===== config.mk =====
export PLATFORM = sky130hd
export DESIGN_NAME = color_dest_fetch
export DESIGN_NICKNAME = d
export VERILOG_FILES = /design/src/rtl/color_dest_fetch_pkg.sv /design/src/rtl/color_dest_fetch_addr_hazard_tracker.sv /design/src/rtl/color_dest_fetch.sv
export SDC_FILE = /design/constraint.sdc
export NUM_CORES = 1
export LEC_CHECK = 0
export CAP_MARGIN = 25
export CELL_PAD_IN_SITES_DETAIL_PLACEMENT = 1
export CELL_PAD_IN_SITES_GLOBAL_PLACEMENT = 2
export CORE_ASPECT_RATIO = 1.4
export CORE_MARGIN = 5
export CORE_UTILIZATION = 31
export CTS_CLUSTER_SIZE = 40
export DETAILED_ROUTE_END_ITERATION = 7
export PLACE_DENSITY_LB_ADDON = 0.1
export REMOVE_ABC_BUFFERS = 1
export SLEW_MARGIN = 20
export SYNTH_ARGS = -nofsm -noshare
export SYNTH_HDL_FRONTEND = slang
export SYNTH_SLANG_ARGS = --single-unit

===== constraint.sdc =====
create_clock -name aclk -period 2.3 [get_ports aclk]
set_input_delay 0.23 -clock aclk [delete_from_list [all_inputs] [get_ports aclk]]
set_output_delay 0.23 -clock aclk [all_outputs]
set_load 0.03 [all_outputs]

===== src/rtl/color_dest_fetch_pkg.sv =====
// Shared color-buffer definitions: where each RGBA channel sits inside a packed pixel
// and how wide a pixel is.
package color_dest_fetch_pkg;

  localparam int NUM_CHANNELS = 4;
  localparam int COLOR_R_POS  = 3;
  localparam int COLOR_G_POS  = 2;
  localparam int COLOR_B_POS  = 1;
  localparam int COLOR_A_POS  = 0;

  function automatic int pixel_width(input int sub_pixel_width);
    return NUM_CHANNELS * sub_pixel_width;
  endfunction

  // Packs four 8-bit channels into one pixel using the channel positions above.
  function automatic logic [31:0] pack_rgba8(input logic [7:0] r, input logic [7:0] g,
                                             input logic [7:0] b, input logic [7:0] a);
    logic [31:0] p;
    p = '0;
    p[COLOR_R_POS*8 +: 8] = r;
    p[COLOR_G_POS*8 +: 8] = g;
    p[COLOR_B_POS*8 +: 8] = b;
    p[COLOR_A_POS*8 +: 8] = a;
    return p;
  endfunction

endpackage


===== src/rtl/color_dest_fetch_addr_hazard_tracker.sv =====
// Shift register of recently accepted pixel addresses with a parallel compare against
// the incoming address; flags a read-after-write hazard while a match is in flight.
module color_dest_fetch_addr_hazard_tracker
  import color_dest_fetch_pkg::*;
#(
  parameter int ADDR_WIDTH = 16,
  parameter int DEPTH      = 6
) (
  input  logic                  clk,
  input  logic                  rst_n,
  input  logic                  enable_i,
  input  logic                  load_i,
  input  logic [ADDR_WIDTH-1:0] addr_i,
  output logic                  hazard_o,
  output logic                  any_valid_o
);

  logic [DEPTH-1:0]      valid_q;
  logic [DEPTH-1:0]      valid_d;
  logic [ADDR_WIDTH-1:0] addr_q [DEPTH];
  logic [DEPTH-2:0]      match;

  assign valid_d = {valid_q[DEPTH-2:0], load_i};

  always_ff @(posedge clk or negedge rst_n) begin
    if (!rst_n) begin
      valid_q <= '0;
      for (int i = 0; i < DEPTH; i++) addr_q[i] <= '0;
    end else begin
      valid_q   <= valid_d;
      addr_q[0] <= addr_i;
      for (int i = 1; i < DEPTH; i++) addr_q[i] <= addr_q[i-1];
    end
  end

  // The last slot retires this cycle, so it never blocks a same-cycle re-accept.
  genvar gi;
  generate
    for (gi = 0; gi < DEPTH - 1; gi++) begin : g_cmp
      assign match[gi] = valid_q[gi] && (addr_q[gi] == addr_i);
    end
  endgenerate

  assign hazard_o    = enable_i && (|match);
  assign any_valid_o = |valid_q;

endmodule


===== src/rtl/color_dest_fetch.sv =====
// Fetches the destination pixel for each accepted fragment and presents source and
// destination colors aligned to the blender, stalling fragments that hit an in-flight pixel.
module color_dest_fetch
  import color_dest_fetch_pkg::*;
#(
  parameter int SUB_PIXEL_WIDTH = 8,
  parameter int ADDR_WIDTH      = 16,
  parameter int READ_LATENCY    = 1,
  parameter int BLEND_LATENCY   = 3,
  parameter int HAZARD_DEPTH    = READ_LATENCY + BLEND_LATENCY + 2,
  localparam int PIXEL_WIDTH    = pixel_width(SUB_PIXEL_WIDTH)
) (
  input  logic                   aclk,
  input  logic                   resetn,
  input  logic                   confEnable,
  input  logic                   s_frag_valid,
  output logic                   s_frag_ready,
  input  logic [ADDR_WIDTH-1:0]  s_frag_addr,
  input  logic [PIXEL_WIDTH-1:0] s_frag_color,
  output logic                   fb_rd_en,
  output logic [ADDR_WIDTH-1:0]  fb_rd_addr,
  input  logic [PIXEL_WIDTH-1:0] fb_rd_data,
  output logic                   m_valid,
  output logic [ADDR_WIDTH-1:0]  m_addr,
  output logic [PIXEL_WIDTH-1:0] m_sourceColor,
  output logic [PIXEL_WIDTH-1:0] m_destColor,
  output logic                   idle
);

  localparam int DL = 1 + READ_LATENCY;

  logic                   rst_sync_q;
  logic                   hazard;
  logic                   tracker_busy;
  logic                   accept;
  logic                   load_tracker;
  logic                   rd_en_q;
  logic [ADDR_WIDTH-1:0]  rd_addr_q;
  logic [ADDR_WIDTH-1:0]  rd_addr_d;

  logic [DL-1:0]          dl_valid_q;
  logic [DL-1:0]          dl_valid_d;
  logic [ADDR_WIDTH-1:0]  dl_addr_q  [DL];
  logic [ADDR_WIDTH-1:0]  dl_addr_d  [DL];
  logic [PIXEL_WIDTH-1:0] dl_color_q [DL];
  logic [PIXEL_WIDTH-1:0] dl_color_d [DL];

  // Keeps ready low until the first edge after reset release.
  always_ff @(posedge aclk or negedge resetn) begin
    if (!resetn) rst_sync_q <= 1'b0;
    else         rst_sync_q <= 1'b1;
  end

  assign s_frag_ready = rst_sync_q && !hazard;
  assign accept       = s_frag_valid && s_frag_ready;
  assign load_tracker = accept && confEnable;

  color_dest_fetch_addr_hazard_tracker #(
    .ADDR_WIDTH (ADDR_WIDTH),
    .DEPTH      (HAZARD_DEPTH)
  ) u_tracker (
    .clk         (aclk),
    .rst_n       (resetn),
    .enable_i    (confEnable),
    .load_i      (load_tracker),
    .addr_i      (s_frag_addr),
    .hazard_o    (hazard),
    .any_valid_o (tracker_busy)
  );

  assign rd_addr_d = load_tracker ? s_frag_addr : rd_addr_q;

  always_ff @(posedge aclk or negedge resetn) begin
    if (!resetn) begin
      rd_en_q   <= 1'b0;
      rd_addr_q <= '0;
    end else begin
      rd_en_q   <= load_tracker;
      rd_addr_q <= rd_addr_d;
    end
  end

  assign fb_rd_en   = rd_en_q;
  assign fb_rd_addr = rd_addr_q;

  // Delay line matching the read latency so source color meets read data.
  assign dl_valid_d[0] = accept;
  assign dl_addr_d[0]  = s_frag_addr;
  assign dl_color_d[0] = s_frag_color;

  genvar gi;
  generate
    for (gi = 1; gi < DL; gi++) begin : g_dl_next
      assign dl_valid_d[gi] = dl_valid_q[gi-1];
      assign dl_addr_d[gi]  = dl_addr_q[gi-1];
      assign dl_color_d[gi] = dl_color_q[gi-1];
    end
    for (gi = 0; gi < DL; gi++) begin : g_dl_reg
      always_ff @(posedge aclk or negedge resetn) begin
        if (!resetn) begin
          dl_valid_q[gi] <= 1'b0;
          dl_addr_q[gi]  <= '0;
          dl_color_q[gi] <= '0;
        end else begin
          dl_valid_q[gi] <= dl_valid_d[gi];
          dl_addr_q[gi]  <= dl_addr_d[gi];
          dl_color_q[gi] <= dl_color_d[gi];
        end
      end
    end
  endgenerate

  assign m_valid       = dl_valid_q[DL-1];
  assign m_addr        = dl_addr_q[DL-1];
  assign m_sourceColor = dl_color_q[DL-1];
  assign m_destColor   = (confEnable && m_valid) ? fb_rd_data : '0;
  assign idle          = !tracker_busy && !(|dl_valid_q);

endmodule

==> results by group, run 1 <==
Power
  – Combinational share of power: 14.5%
  – Switching share of power: 26.9%
  – P per Cell Area: 836 nW/um2
  – Overall Power: 7.31 mW
  – Max rail drop VDD: 474 uV
  – Static Leak: 3.88 nW
  – P_sw: 1.97 mW
  – Clock power share: 40.8%
  – Int Pwr: 5.34 mW
  – Sequential power share: 44.7%

STA
  – Min Tclk post-route: 2.46 ns
  – Unrepaired setup endpoints after global routing: true
  – Slew @ Worst Pin: 0.530 ns
  – Max Clock Freq: 407 MHz
  – Worst slew margin: 64.6%
  – Setup Skew: 0.0115 ns
  – Final period util: 107%
  – Final hold vios: 0
  – Number of setup violations in the final report: 17
  – Final worst slack: -0.156 ns
  – Max-slew violation count: 0

Detailed routing
  – Antenna viol nets, final: 0
  – Number of iterations in the first detailed-routing pass: 4
  – Final Routed Wirelength: 15000 um
  – Via total after detailed routing: 3583
  – Via-per-instance ratio: 4.25
  – DRT iter0 DRCs: 77
  – Drt drc: 0
  – Routed WL per cell: 17.8 um

Placement
  – Dpl cell area: 8000 um2
  – Routability cong.: 0.784
  – Pre-CTS setup slack: -0.427 ns
  – Placed Cells: 809
  – IO buf count: 183
  – Placed wire-length estimate: 11200 um

Critical path
  – WS Path Type: primary input to output port
  – Reg2Reg Depth: 9
  – Slowest CP cell: clkdlybuf4s50_1
  – Crit-path max FO: 7
  – Reg-to-reg slack, setup: -0.03 ns
  – WP data arrival: 2.23 ns
  – Worst path cell trace: clkdlybuf4s50_1 -> buf_4 -> xor2_1 -> nor4_4 -> nand4_1 -> nor4_1 -> a311o_2 -> o21ai_2 -> and2_4 -> buf_6
  – CP Capture Type: output port
  – WP data required: 2.07 ns
  – Reg2reg start: u_tracker.addr_q[44]
  – RR Endpoint: fb_rd_addr[3]
  – CP max stage delay: 0.40 ns
  – Crit path launch type: primary input

Die
  – Core ar.: 18700 um2
  – Initial Util: 31.5%
  – Row cnt: 59
  – Die Area: 21900 um2
  – Die Width: 126 um
  – Top Ports: 184
  – Die Y: 173 um

Synthesis
  – Avg Cell Area, Syn: 15.7 um2
  – Cells taking the most area after synthesis: dfrtp_1 72%, xnor2_1 6.2%, xor2_1 5.7%, buf_4 3.6%, and3_1 3.5%
  – Cells after Synth: 376
  – Synthesized cell area: 5890 um2
  – FF+latch count, synth: 169
  – Area share of the largest cell type after synthesis: 71.8%
  – Synth Warn #: 0
  – Area leader, netlist: dfrtp_1
  – Post-synthesis cell type count: 23
  – Seq/Total Area, Yosys: 71.8%

Flow run
  – Maxcap violations: 0

Clock tree
  – Clk_lat worst skew: 0.42 ns
  – Root Buffer: clkbuf_16
  – Max Buffers Root-to-Sink: 2
  – # clock sinks: 169
  – Clock-pin slew of the registers on the worst-case setup and hold paths: 0.08 ns
  – H-tree lvl count: 4
  – CTS Buf Count: 17
  – CTS tree: done

Final layout
  – Layout cells sized above 1: 24.1%
  – Sequential cell area: 4230 um2
  – Layout Cells excl Fill: 843
  – Layout Nets: 669
  – Design Area, Final: 8740 um2
  – Finished Core Util: 46.8%
  – Area Growth Syn to Fin: 48.4%
  – Commonest non-fill, non-tap cell in the layout: dfrtp_1
  – # fillers: 1905
  – Most frequent cells in the layout: 169 x dfrtp_1, 147 x clkdlybuf4s50_1, 74 x buf_4
  – Area of the multi-input gates: 1460 um2

Status
  – Result of the run: complete, but fails checks
  – Failing checks: setup timing

Global route
  – First-pass GRT wire length: 23500 um
  – Largest net degree at the start of global routing: 58
  – Met1 usage: 15.5%
  – Most used routing layer: met2
  – GR Util met3: 5.99%
  – Met2 GRT Util: 24.1%
  – Vias in the first global route: 4196
  – Total GRT Usage: 13.8%
  – GR Overflow Total: 0
  – Antenna violations before repair: 1

Min path
  – Worst hold path type: primary input to flip-flop
  – Hold path depth: 1
  – Sink of the worst hold path: dl_color_d[30]
  – Hold path startpoint: s_frag_color[30]
[power groups by stage]
stage / clock network [mW] / logic (mW) / registers, mW
CTS: 3.07 / 1.08 / 3.27
global placement: 0 / 1.05 / 3.31
detailed placement: 0 / 1.06 / 3.32
finish: 2.98 / 1.06 / 3.26
floorplan: 0 / 0.237 / 3.50
global route: 3.21 / 1.13 / 3.29
[per-layer routing]
metal | vias up | wire length, um
met2 | 141 | 7770
met1 | 1801 | 5860
met3 | 6 | 1220
li1 | 1635 | -
met5 | - | 0
met4 | 0 | 133
[critical path, delay by kind of cell]
family	cells	cell delay (ns)
AND/OR/NAND/NOR	4	0.84
buffers and inverters	3	0.71
AO/OA/AOI/OAI	2	0.25
XOR/XNOR	1	0.20
[worst max-delay path by stage]
stage | from | end | slack [ns] | cells after the start
floorplan | u_tracker.addr_q[74] | fb_rd_addr[0] | -0.07 | 6
global placement | s_frag_addr[12] | fb_rd_addr[2] | -0.40 | 9
detailed placement | s_frag_addr[12] | fb_rd_addr[2] | -0.43 | 9
CTS | u_tracker.addr_q[51] | s_frag_ready | -0.24 | 8
global route | u_tracker.addr_q[44] | s_frag_ready | -0.25 | 8
finish | s_frag_addr[5] | s_frag_ready | -0.16 | 10
[through the flow]
| stage | TNS, ns | hold WS (ns) |
|---|---|---|
| floorplan | -0.547 | -0.0656 |
| global placement | -6.43 | 0.228 |
| detailed placement | -7.11 | 0.237 |
| CTS | -1.27 | 0.220 |
| global route | -2.61 | 0.203 |
| finish | -1.50 | 0.238 |
[flip-flops by register name, indices dropped and copies added (netlist names)]
name / cells
m_valid: 1
fb_rd_addr: 16
u_tracker.valid_q: 6
dl_color_d: 32
rst_sync_q: 1
dl_valid_d: 1
u_tracker.addr_q: 80
m_sourceColor: 32
[synth_stat cells (all sizes together)]
| cell type | number |
|---|---|
| mux2 | 16 |
| nor3 | 3 |
| o22ai | 1 |
| nor2 | 1 |
| and3 | 33 |
| or4 | 2 |
| dfrtp | 169 |
| xor2 | 38 |
| o21ai | 1 |
| a311o | 1 |
| nand2 | 4 |
| clkbuf | 6 |
| nand3 | 2 |
| conb | 1 |
| buf | 33 |
| nand4 | 11 |
| nor4 | 11 |
| xnor2 | 42 |
| and2 | 1 |
[repair_timing]
action | CTS | global route
hold buffers | 1 | 0
hold endpoints to repair | 54 | 0
endpoints found under the setup margin | 2 | 17
buffers inserted | 1 | 0
resized for setup | 11 | 11
pin swaps | 5 | 6
[cell type report]
| class | instances | area share, % |
|---|---|---|
| Clock inverter | 15 | 2.22 |
| Timing Repair Buffer | 229 | 24.3 |
| Multi-Input combinational cell | 168 | 16.8 |
| Sequential cell | 169 | 48.4 |
| Antenna cell | 1 | 0.0286 |
| Tap cell | 244 | 3.49 |
| Clock buffer | 17 | 4.87 |
[logic make-up (layout without fill, tap and decap cells)]
kind of cell	after synthesis	in the layout	synth area share, %
and+or+nand+nor	68	68	7.14
AOI/OAI and AO/OA	3	3	0.382
other	1	2	0.0637
DFF	169	169	71.8
buffers and inverters	39	261	5.06
muxes	16	16	3.63
xor gates and xnor gates	80	80	11.9
Note: power is estimated with default switching activity, not from simulation.
==> run 2: changes to the inputs <==
--- a/config.mk
+++ b/config.mk
@@ -8,7 +8,7 @@
 export CAP_MARGIN = 25
 export CELL_PAD_IN_SITES_DETAIL_PLACEMENT = 1
 export CELL_PAD_IN_SITES_GLOBAL_PLACEMENT = 2
-export CORE_ASPECT_RATIO = 1.4
+export CORE_ASPECT_RATIO = 0.5
 export CORE_MARGIN = 5
 export CORE_UTILIZATION = 31
 export CTS_CLUSTER_SIZE = 40
==> run 2 against run 1 <==
Compared with the run above:
- the run still ends with setup timing left
- core utilization increased by 1.1 points
- register-to-register slack improved by 0.17 ns
- via count increased by 0.87%
- critical endpoint unchanged
- combinational power about the same
- die area increased by 0.59%
- sequential power about the same
- power increased by 1.9%
- largest power group unchanged
- fmax increased by 0.30%
==> results by group, run 2 (same netlist as run 1, synthesis figures left out) <==
Status
  – Result of the run: complete, but fails checks (unchanged)
  – Failing checks: setup timing (unchanged)

Critical path
  – Most used cell, CP: buf_4
  – CP max stage delay: 0.40 ns (about the same)
  – CP Capture Type: output port (unchanged)
  – Crit-path max FO: 7 (unchanged)
  – CP delay by family, top: buffers and inverters (was simple AND/OR/NAND/NOR gates)
  – Reg2Reg Depth: 8 (was 9)
  – Reg2reg start: u_tracker.addr_q[41] (was u_tracker.addr_q[44])
  – WP data arrival: 2.22 ns (was 2.23 ns)
  – Reg-to-reg slack, setup: 0.14 ns (was -0.03 ns)
  – Slowest CP cell: clkdlybuf4s50_1 (unchanged)
  – Crit path buf inv count: 4 (was 3)
  – RR Endpoint: fb_rd_addr[4] (was fb_rd_addr[3])
  – Crit path launch type: primary input (unchanged)
  – WS Path Type: primary input to output port (unchanged)
  – WP data required: 2.07 ns (about the same)
  – Worst path cell trace: clkdlybuf4s50_1 -> buf_4 -> buf_4 -> xor2_1 -> nor4_2 -> nand4_1 -> o22ai_2 -> o21ai_2 -> and2_4 -> buf_6 (was clkdlybuf4s50_1 -> buf_4 -> xor2_1 -> nor4_4 -> nand4_1 -> nor4_1 -> a311o_2 -> o21ai_2 -> and2_4 -> buf_6)

Min path
  – Sink of the worst hold path: dl_color_d[8] (was dl_color_d[30])
  – Worst hold path type: primary input to flip-flop (unchanged)
  – Hold path depth: 1 (unchanged)
  – Hold path startpoint: s_frag_color[8] (was s_frag_color[30])

Detailed routing
  – Via-per-instance ratio: 4.16 (was 4.25)
  – Antenna viol nets, final: 0 (unchanged)
  – DRT iter0 DRCs: 162 (was 77)
  – Drt drc: 0 (unchanged)
  – Number of iterations in the first detailed-routing pass: 4 (unchanged)
  – Final Routed Wirelength: 15200 um (was 15000 um)
  – Via total after detailed routing: 3614 (was 3583)
  – Routed WL per cell: 17.5 um (was 17.8 um)

Die
  – Row cnt: 35 (was 59)
  – Die Width: 205 um (was 126 um)
  – Initial Util: 31.8% (was 31.5%)
  – Top Ports: 184 (unchanged)
  – Die Area: 22000 um2 (was 21900 um2)
  – Die Y: 107 um (was 173 um)
  – Core ar.: 18500 um2 (was 18700 um2)

Final layout
  – Flip-flop count of the largest register after layout: 80 (unchanged)
  – Finished Core Util: 47.9% (was 46.8%)
  – Layout Nets: 682 (was 669)
  – Area Growth Syn to Fin: 50.7% (was 48.4%)
  – Antenna cell count: 0 (was 1)
  – Layout Cells excl Fill: 869 (was 843)
  – Layout cells sized above 1: 25.2% (was 24.1%)
  – Largest Register: u_tracker.addr_q (unchanged)
  – Most frequent cells in the layout: 169 x dfrtp_1, 139 x clkdlybuf4s50_1, 84 x buf_4 (was 169 x dfrtp_1, 147 x clkdlybuf4s50_1, 74 x buf_4)
  – Commonest non-fill, non-tap cell in the layout: dfrtp_1 (unchanged)

Clock tree
  – CTS tree: done (unchanged)
  – Clock-pin slew of the registers on the worst-case setup and hold paths: 0.07 ns (was 0.08 ns)
  – Clk_lat worst skew: 0.42 ns (about the same)
  – Max Buffers Root-to-Sink: 2 (unchanged)
  – CTS Buf Count: 17 (unchanged)
  – # clock sinks: 169 (unchanged)
  – H-tree lvl count: 4 (unchanged)
  – Root Buffer: clkbuf_16 (unchanged)

STA
  – Final worst slack: -0.149 ns (was -0.156 ns)
  – Min Tclk post-route: 2.45 ns (was 2.46 ns)
  – Final hold vios: 0 (unchanged)
  – Unrepaired setup endpoints after global routing: true (unchanged)
  – Hold slack: 0.237 ns (was 0.238 ns)
  – Slew @ Worst Pin: 0.547 ns (was 0.530 ns)
  – Max Clock Freq: 408 MHz (was 407 MHz)
  – Max-slew violation count: 0 (unchanged)
  – Final period util: 106% (was 107%)
  – Setup Skew: 0.0108 ns (was 0.0115 ns)
  – Worst slew margin: 63.5% (was 64.6%)
  – Number of setup violations in the final report: 1 (was 17)

Global route
  – Antenna violations before repair: 0 (was 1)
  – First-pass GRT wire length: 23800 um (was 23500 um)
  – Total GRT Usage: 14.3% (was 13.8%)
  – GR Overflow Total: 0 (unchanged)
  – Vias in the first global route: 4132 (was 4196)
  – Largest net degree at the start of global routing: 57 (was 58)

Placement
  – Placed Cells: 835 (was 809)
  – Routability cong.: 0.732 (was 0.784)
  – Pre-CTS setup slack: -0.781 ns (was -0.427 ns)
  – Placed wire-length estimate: 11500 um (was 11200 um)
  – IO buf count: 183 (unchanged)

Power
  – Overall Power: 7.44 mW (was 7.31 mW)
  – Static Leak: 3.96 nW (was 3.88 nW)
  – P per Cell Area: 838 nW/um2 (was 836 nW/um2)
  – Max rail drop VDD: 582 uV (was 474 uV)

Flow run
  – Maxcap violations: 0 (unchanged)
-- run 2: cell count changes in the layout (fill, tap and decap cells not counted), sizes merged --
cell	delta
buf	+14
bufinv	+2
clkdlybuf4s50	-8
clkinv	-1
clkinvlp	+2
diode	-1
dlygate4sd2	+7
inv	-4
-- run 2: timing repair --
action                                  4_1_cts  5_1_grt
hold buffers                                  1        0
endpoints found under the setup margin       18       15
pin swaps                                     8        2
setup buffers                                 2        0
endpoints found under the hold margin        53        0
gates resized for setup                      22        4
-- run 2: per-stage QoR --
step	TNS, ns	cell area, um2
2_1_floorplan	-0.547	5590
3_3_place_gp	-17.28	8110
3_5_place_dp	-11.92	8140
4_1_cts	-0.183	8850
5_1_grt	-0.251	8870
6_report	-0.149	8870
-- run 2: routing by layer --
metal | GRT usage [%] | part of all wire, % | wire length (um) | vias up
li1 | - | - | - | 1669
met1 | 18.6 | 45 | 6860 | 1796
met2 | 22.0 | 44 | 6640 | 136
met3 | 5.75 | 10 | 1560 | 13
met4 | 4.44 | 1.1 | 175 | 0
met5 | 0 | 0 | 0 | -
-- run 2: worst max-delay path by stage --
stage / slack [ns] / start / cells past startpoint / endpoint
global route: -0.25 / u_tracker.addr_q[53] / 8 / s_frag_ready
global placement: -1.0 / s_frag_addr[10] / 7 / fb_rd_addr[15]
finish: -0.15 / s_frag_addr[2] / 10 / s_frag_ready
floorplan: -0.07 / u_tracker.addr_q[74] / 6 / fb_rd_addr[0]
detailed placement: -0.78 / s_frag_addr[4] / 9 / s_frag_ready
CTS: -0.18 / u_tracker.addr_q[55] / 8 / s_frag_ready
-- run 2: cell type report --
cell class | instances | area [um2]
clock buffer | 17 | 425
clock inverter | 14 | 210
fill | 1874 | 9650
multi-input combinational | 168 | 1430
sequential | 169 | 4230
tap | 259 | 324
timing repair buffer | 242 | 2250
-- run 2: power breakdown --
group,switching [mW],leakage [nW],internal [mW],total [mW]
Clock,1.25,0.305,1.85,3.10
Sequential,0.0998,1.99,3.16,3.26
Combinational,0.555,1.67,0.530,1.09
